$ cat src/rtl/edge_event_unit.sv
// edge_event_unit: per-channel sync -> stable-count filter -> edge pulses,
// sticky W1C status and registered irq. Optional sync chain: EDGE_EVENT_SYNC_EN.
// Ports: clk, reset_n (async low), sig_in, mode[2i+1:2i] (00 off/01 rise/
// 10 fall/11 both), filter_cycles, clear -> filt_out, edge_pulse, edge_rise,
// edge_fall, status, irq.
module edge_event_unit #(
  parameter int   CHANNELS    = 4,
  parameter int   FILTER_W    = 4,
  parameter int   SYNC_STAGES = 2,
  parameter logic INIT_LEVEL  = 1'b1
) (
  input  logic                  clk,
  input  logic                  reset_n,
  input  logic [CHANNELS-1:0]   sig_in,
  input  logic [2*CHANNELS-1:0] mode,
  input  logic [FILTER_W-1:0]   filter_cycles,
  input  logic [CHANNELS-1:0]   clear,
  output logic [CHANNELS-1:0]   filt_out,
  output logic [CHANNELS-1:0]   edge_pulse,
  output logic [CHANNELS-1:0]   edge_rise,
  output logic [CHANNELS-1:0]   edge_fall,
  output logic [CHANNELS-1:0]   status,
  output logic                  irq
);

  logic [CHANNELS-1:0] sync_lvl;

`ifdef EDGE_EVENT_SYNC_EN
  logic [CHANNELS-1:0] sync_q [SYNC_STAGES];
  logic [CHANNELS-1:0] sync_d [SYNC_STAGES];

  always_comb begin
    sync_d[0] = sig_in;
    for (int k = 1; k < SYNC_STAGES; k++) begin
      sync_d[k] = sync_q[k-1];
    end
  end

  always_ff @(posedge clk or negedge reset_n) begin
    if (!reset_n) begin
      for (int k = 0; k < SYNC_STAGES; k++) begin
        sync_q[k] <= {CHANNELS{INIT_LEVEL}};
      end
    end else begin
      sync_q <= sync_d;
    end
  end

  assign sync_lvl = sync_q[SYNC_STAGES-1];
`else
  logic unused_sync_stages;
  assign unused_sync_stages = ^SYNC_STAGES;
  assign sync_lvl = sig_in;
`endif

  logic [FILTER_W-1:0] cnt_q [CHANNELS];
  logic [FILTER_W-1:0] cnt_d [CHANNELS];
  logic [CHANNELS-1:0] filt_q, filt_d;
  logic [CHANNELS-1:0] rise_q, rise_d;
  logic [CHANNELS-1:0] fall_q, fall_d;
  logic [CHANNELS-1:0] pulse_q, pulse_d;
  logic [CHANNELS-1:0] status_q, status_d;
  logic                irq_q, irq_d;
  logic [CHANNELS-1:0] mode_rise, mode_fall;

  always_comb begin
    mode_rise = '0;
    mode_fall = '0;
    for (int i = 0; i < CHANNELS; i++) begin
      mode_rise[i] = mode[2*i];
      mode_fall[i] = mode[2*i+1];
    end
  end

  always_comb begin
    cnt_d  = cnt_q;
    filt_d = filt_q;
    rise_d = '0;
    fall_d = '0;
    for (int i = 0; i < CHANNELS; i++) begin
      if (sync_lvl[i] == filt_q[i]) begin
        cnt_d[i] = '0;
      end else if (cnt_q[i] >= filter_cycles) begin
        // >= so a lowered filter_cycles accepts at once
        filt_d[i] = sync_lvl[i];
        cnt_d[i]  = '0;
        rise_d[i] = sync_lvl[i];
        fall_d[i] = ~sync_lvl[i];
      end else begin
        cnt_d[i] = cnt_q[i] + 1'b1;
      end
    end
    pulse_d  = (rise_d & mode_rise) | (fall_d & mode_fall);
    // set beats a simultaneous clear
    status_d = (status_q & ~clear) | pulse_d;
    irq_d    = |status_q;
  end

  always_ff @(posedge clk or negedge reset_n) begin
    if (!reset_n) begin
      for (int i = 0; i < CHANNELS; i++) begin
        cnt_q[i] <= '0;
      end
      filt_q   <= {CHANNELS{INIT_LEVEL}};
      rise_q   <= '0;
      fall_q   <= '0;
      pulse_q  <= '0;
      status_q <= '0;
      irq_q    <= 1'b0;
    end else begin
      cnt_q    <= cnt_d;
      filt_q   <= filt_d;
      rise_q   <= rise_d;
      fall_q   <= fall_d;
      pulse_q  <= pulse_d;
      status_q <= status_d;
      irq_q    <= irq_d;
    end
  end

  assign filt_out   = filt_q;
  assign edge_rise  = rise_q;
  assign edge_fall  = fall_q;
  assign edge_pulse = pulse_q;
  assign status     = status_q;
  assign irq        = irq_q;

endmodule

$ cat config.mk
export PLATFORM = sky130hd
export DESIGN_NAME = edge_event_unit
export DESIGN_NICKNAME = d
export VERILOG_FILES = /design/src/rtl/edge_event_unit.sv
export SDC_FILE = /design/constraint.sdc
export NUM_CORES = 1
export LEC_CHECK = 0
export ABC_AREA = 1
export CAP_MARGIN = 30
export CORE_AREA = 2 2 78 80
export DETAILED_ROUTE_END_ITERATION = 8
export DIE_AREA = 0 0 80 82
export MAX_ROUTING_LAYER = met4
export PLACE_DENSITY = 0.66
export SKIP_CTS_REPAIR_TIMING = 1
export SYNTH_ARGS = -nofsm -noshare
export SYNTH_HDL_FRONTEND = slang
export SYNTH_SLANG_ARGS = --single-unit
export TNS_END_PERCENT = 30
$ cat constraint.sdc
create_clock -name clk -period 3.3 [get_ports clk]
set_clock_uncertainty 0.1 [all_clocks]
set_input_delay 0.495 -clock clk [delete_from_list [all_inputs] [get_ports clk]]
set_output_delay 0.495 -clock clk [all_outputs]
set_load 0.1 [all_outputs]
==> results.txt, run 1 <==
----------------------------------------------------
[STA]
  Total Neg Setup Slack ... 0 ps
  Final Hold Slack ... 195 ps
  Share of the cycle needed by the critical path after routing ... 71.4%
  Actual transition at the worst max-transition pin ... 971 ps
  Final number of hold-violating endpoints ... 0
  Worst slew margin relative to its limit ... 35.1%
  Setup violators final ... 0
  Post-route setup slack ... 943 ps
  Timing-limited maximum frequency ... 0.424 GHz
  Final period demand of the worst path ... 2360 ps
  RSZ-0062 raised after global routing ... false
  Final Max Slew Viols ... 0

[Finish]
  Antenna cells ... 0
  Non-Filler Instances ... 334
  Commonest non-fill, non-tap cell in the layout ... sky130_fd_sc_hd__inv_1
  Nets@finish ... 300
  Cell area after layout ... 0.00253 mm²
  Final standard cell utilization of the core ... 44.1%
  Most frequent cells in the layout ... sky130_fd_sc_hd__inv_1, sky130_fd_sc_hd__dfrtp_1, sky130_fd_sc_hd__clkdlybuf4s50_1
  Fraction of layout cells with a size suffix above 1 ... 20.5%
  Area delta synth->final ... 30.4%

[Logic synthesis]
  Post-Syn Area per Cell ... 9.30 µm²
  Cell type contributing the most total cell area after synthesis ... sky130_fd_sc_hd__dfrtp_1
  Syn Inst Count ... 209
  Syn nets ... 251
  Synthesized flop and latch total ... 37
  Number of distinct library cells after synthesis ... 16
  Leading post-synthesis cells by cell area ... sky130_fd_sc_hd__dfrtp_1, sky130_fd_sc_hd__ha_1, sky130_fd_sc_hd__inv_1
  Count of yosys warnings during synthesis ... 0
  Post-synthesis instance area ... 0.00194 mm²
  Top-area cell type share of the netlist area ... 42.5%
  Share of synthesized area occupied by flip-flops and latches ... 47.9%

[Placement]
  Detailed Place HPWL ... 2.79 mm
  Post-placement worst setup slack ... 1030 ps
  I/O Buffers ... 42
  Dpl cells ... 326
  Routability Congestion ... 0.800
  Area after detailed placement ... 0.00243 mm²

[Setup path]
  Critical path arrival ... 1760 ps
  Count of buffer and inverter cells on the critical path ... 1
  CP max-delay cell ... sky130_fd_sc_hd__clkdlybuf4s50_1
  CP Class ... register to output pin
  Critical Path Sink Type ... output pin
  Critical Path Start Type ... register
  Family with the most delay on the worst path ... buffers and inverters
  Beginning of the worst register-to-register path ... cnt_q[3]
  Largest stage delay on the critical path ... 1130 ps
  Worst reg-to-reg path cell count ... 7
  Worst path cell trace ... clkdlybuf4s50_1
  Required time at the endpoint of the critical path ... 2700 ps
  Worst R2R End ... cnt_q[3]
  Maximum net fanout on the critical path ... 2
  Register-to-register path setup slack ... 1700 ps

[Global routing]
  Met1 usage ... 15.4%
  First-pass GRT wire length ... 6.31 mm
  Pin count of the biggest net entering global routing ... 38
  Antenna violations before repair ... 0
  Routing usage on met2 ... 20.3%
  Global route hottest layer ... met2
  GRT Util Overall ... 12.7%
  Remaining Overflow, GRT ... 0
  Vias in the first global route ... 1443
  Grt met3 use ... 3.08%

[CTS]
  Clock tree from TritonCTS ... built
  Register clock-pin slew on the reported worst setup and hold paths ... 70 ps
  Maximum clock insertion buffer count ... 2
  Number of sinks on the clock net ... 37
  H-tree depth ... 2
  Cell at the root of the clock tree ... sky130_fd_sc_hd__clkbuf_8
  Clk Latency, worst-skew pair ... 280 ps
  Number of buffers added by the clock tree synthesis step ... 5

[Route]
  Total length of routed wires ... 3.55 mm
  Routed len/inst ... 10.6 µm
  TritonRoute pass-1 iters ... 5
  Number of remaining DRC errors ... 0
  Violation count after the first detailed-route iteration ... 51
  Post-route ant nets ... 0
  DR vias/cell ... 4.30
  Detailed-route via count ... 1437

[Floorplanning]
  Core footprint ... 0.00575 mm²
  Die height ... 82 µm
  Floorplan die area ... 0.00656 mm²
  Core Rows ... 28
  Starting utilization of the core area ... 33.8%
  Chip width ... 80 µm
  # IOs ... 43

[Power and ir drop]
  Flop pwr share ... 32.5%
  Worst vdd ir ... 0.467 mV
  Power density relative to cell area ... 818 mW/mm²
  Net load switching power ... 999 µW
  Power after layout ... 2.07 mW
  Part of the total power dissipated in the clock network ... 16.4%
  Leakage power figure ... 1.36 nW
  Part of the total power dissipated in combinational logic ... 51.1%
  Cell internal pwr ... 1.07 mW
  Switching portion of total power ... 48.2%

[Worst hold path]
  Type of the worst min-delay path ... input port to async pin

[Status]
  Status ... finished, final reports clean

[Flow run]
  Number of max-cap violations ... 0

----------------------------------------------------
## cell families (layout without fill, tap and decap cells)
family / count (synthesis) / after routing / synth area share, %
and+or+nand+nor: 93 / 93 / 24.5
buffers and inverters: 43 / 93 / 8.30
DFF: 37 / 37 / 47.9
adders and majority gates: 20 / 20 / 12.9
AOI/OAI and AO/OA: 8 / 8 / 2.83
xor gates and xnor gates: 8 / 8 / 3.60
## power groups by stage
stage | logic, mW | clock network [mW] | registers (mW)
2_1_floorplan | 0.397 | 0 | 1.11
3_3_place_gp | 1.05 | 0 | 0.682
3_5_place_dp | 1.07 | 0 | 0.682
4_1_cts | 1.07 | 0.357 | 0.674
5_1_grt | 1.16 | 0.378 | 0.691
6_report | 1.06 | 0.340 | 0.673
## layer usage
layer / share of wire [%] / vias to the layer above / wire, µm
met5: 0 / - / 0
met4: 2.1 / 0 / 76
met3: 4.0 / 9 / 143
li1: - / 745 / -
met2: 47 / 30 / 1670
met1: 47 / 653 / 1660
## synth_stat cells, drive strengths merged
master,n
inv,43
dfrtp,33
nand2,32
nor2,28
ha,20
nand3,20
or2,8
nand4,5
a21oi,4
dfstp,4
o21ai,4
xnor2,4
xor2,4
## cell type report
cell class                      count  area (µm²)
Clock buffer                        7        96.3
Clock inverter                      1        5.00
Fill cell                         598        3210
Inverter                           43         161
Multi-Input combinational cell    129         852
Sequential cell                    37         931
Tap cell                           75        93.8
Timing Repair Buffer               42         395
## sequential cells by signal, indices dropped and copies added (netlist names)
name	count
edge_rise	4
filt_out	4
cnt_q	16
irq	1
status	4
edge_fall	4
edge_pulse	4
## worst max path at each step
stage / from / endpoint / slack, ps / cells after the start
final: status[2] / status[2] / 940 / 1
after global routing: status[3] / status[3] / 890 / 1
after CTS: status[3] / status[3] / 920 / 1
after detailed placement: filter_cycles[3] / cnt_q[3] / 1030 / 9
after global placement: filter_cycles[3] / cnt_q[7] / 1030 / 7
after floorplan: filt_out[1] / cnt_q[8] / 1630 / 5
No activity file was read; power rests on OpenSTA's default activity.
==> inputs of run 2 (changes only) <==
==> constraint.sdc (replaced) <==
create_clock -name clk -period 2.3 [get_ports clk]
set_clock_uncertainty 0.1 [all_clocks]
set_input_delay 0.345 -clock clk [delete_from_list [all_inputs] [get_ports clk]]
set_output_delay 0.345 -clock clk [all_outputs]
set_load 0.1 [all_outputs]
==> results.txt, run 2 (synthesis results as in run 1) <==
----------------------------------------------------
[Status]
  Status ... finished, final reports clean

[STA]
  Final period demand of the worst path ... 1800 ps
  Final Max Slew Viols ... 0
  RSZ-0062 raised after global routing ... false
  Total Neg Setup Slack ... 0 ps
  Worst slew margin relative to its limit ... 45.3%
  Setup violators final ... 0
  Final Hold Slack ... 46.2 ps
  Post-route setup slack ... 500 ps
  Actual transition at the worst max-transition pin ... 821 ps
  Share of the cycle needed by the critical path after routing ... 78.3%
  Final number of hold-violating endpoints ... 0
  Timing-limited maximum frequency ... 0.556 GHz

[CTS]
  Number of buffers added by the clock tree synthesis step ... 5
  Register clock-pin slew on the reported worst setup and hold paths ... 80 ps
  H-tree depth ... 2
  Clock tree from TritonCTS ... built
  Clk Latency, worst-skew pair ... 290 ps
  Maximum clock insertion buffer count ... 2
  Cell at the root of the clock tree ... sky130_fd_sc_hd__clkbuf_8
  Number of sinks on the clock net ... 37

[Floorplanning]
  Floorplan die area ... 0.00656 mm²
  Starting utilization of the core area ... 33.8%
  # IOs ... 43
  Die height ... 82 µm
  Chip width ... 80 µm
  Core footprint ... 0.00575 mm²
  Core Rows ... 28

[Global routing]
  Vias in the first global route ... 1382
  Antenna violations before repair ... 0
  GRT Util Overall ... 12.1%
  Remaining Overflow, GRT ... 0
  Pin count of the biggest net entering global routing ... 38
  First-pass GRT wire length ... 5.95 mm

[Setup path]
  Worst reg-to-reg path cell count ... 5
  Worst R2R End ... cnt_q[5]
  Family with the most delay on the worst path ... simple AND/OR/NAND/NOR gates
  Maximum net fanout on the critical path ... 7
  Worst path cell trace ... clkdlybuf4s50_1, inv_1, ha_1, a21oi_2, nand3_2, or2_4, nor2_2
  Required time at the endpoint of the critical path ... 2420 ps
  Critical Path Start Type ... input port
  Critical Path Source ... filter_cycles[3]
  Critical path arrival ... 1920 ps
  Count of buffer and inverter cells on the critical path ... 2
  Beginning of the worst register-to-register path ... cnt_q[7]
  Critical Path Sink Type ... register
  CP max-delay cell ... sky130_fd_sc_hd__clkdlybuf4s50_1
  CP Class ... input port to register
  Timing endpoint of the critical path ... cnt_q[15]
  Cell depth of the worst setup path ... 7
  Register-to-register path setup slack ... 700 ps
  Largest stage delay on the critical path ... 450 ps

[Finish]
  Fraction of layout cells with a size suffix above 1 ... 25.5%
  Commonest non-fill, non-tap cell in the layout ... sky130_fd_sc_hd__inv_1
  Area delta synth->final ... 29.3%
  Nets@finish ... 300
  Cell area after layout ... 0.00251 mm²
  Most frequent cells in the layout ... sky130_fd_sc_hd__inv_1, sky130_fd_sc_hd__dfrtp_1, sky130_fd_sc_hd__nand2_1
  Fill cells ... 593
  Non-Filler Instances ... 334
  Register containing the most flip-flops in the final layout ... cnt_q
  Max FFs per register ... 16
  Final standard cell utilization of the core ... 43.8%
  Antenna cells ... 0

[Route]
  Violation count after the first detailed-route iteration ... 39
  Top layer used by detailed routing ... met4
  Routed len/inst ... 10.6 µm
  WL met2 ... 1.74 mm
  Total length of routed wires ... 3.55 mm
  Routed length on met3 ... 137 µm
  TritonRoute pass-1 iters ... 3
  DR vias/cell ... 4.24
  Detailed-route via count ... 1416
  Post-route ant nets ... 0
  Total routed wire length on the met1 layer ... 1.63 mm
  Number of remaining DRC errors ... 0

[Placement]
  Detailed Place HPWL ... 2.79 mm
  Routability Congestion ... 0.801
  Area after detailed placement ... 0.00240 mm²
  Post-placement worst setup slack ... 175 ps
  I/O Buffers ... 42
  Dpl cells ... 326

[Worst hold path]
  Type of the worst min-delay path ... input port to async pin

[Flow run]
  Number of max-cap violations ... 0

[Power and ir drop]
  Power density relative to cell area ... 1210 mW/mm²
  Leakage power figure ... 1.39 nW
  Power after layout ... 3.03 mW
  Worst vdd ir ... 0.635 mV

----------------------------------------------------
[run 2: changes by cell type in the layout (fill, tap and decap cells not counted)]
cell,change
sky130_fd_sc_hd__clkdlybuf4s50_1,-13
sky130_fd_sc_hd__bufinv_16,+1
sky130_fd_sc_hd__buf_4,+13
sky130_fd_sc_hd__inv_6,+1
sky130_fd_sc_hd__clkbuf_8,-2
[run 2: metal layers]
layer  vias to the layer above  GRT usage (%)
met2                        23           20.3
met3                         5           2.97
li1                        748              -
met1                       640           14.5
met4                         0           3.56
met5                         -              -
[run 2: worst min-delay path by stage]
stage	startpoint	end	slack [ps]	cells after the start
finish	reset_n	cnt_q[14]	50	1
global route	reset_n	cnt_q[7]	130	1
CTS	reset_n	cnt_q[14]	80	1
detailed placement	status[2]	irq	380	2
global placement	status[2]	irq	380	2
floorplan	reset_n	cnt_q[0]	-50	0
[run 2: power breakdown]
part           internal [mW]  total, mW  switching, mW
clock network          0.325      0.573          0.248
logic                  0.417       1.50           1.08
registers              0.838      0.962          0.125
[run 2: area by class of cell]
cell class,instances,area [µm²],area share [%]
clock inverter,3,43.8,1.74
timing repair buffer,42,363,14.4
sequential,37,931,37.0
inverter,43,161,6.42
clock buffer,5,68.8,2.74
multi-input combinational,129,852,33.9
tap,75,93.8,3.73
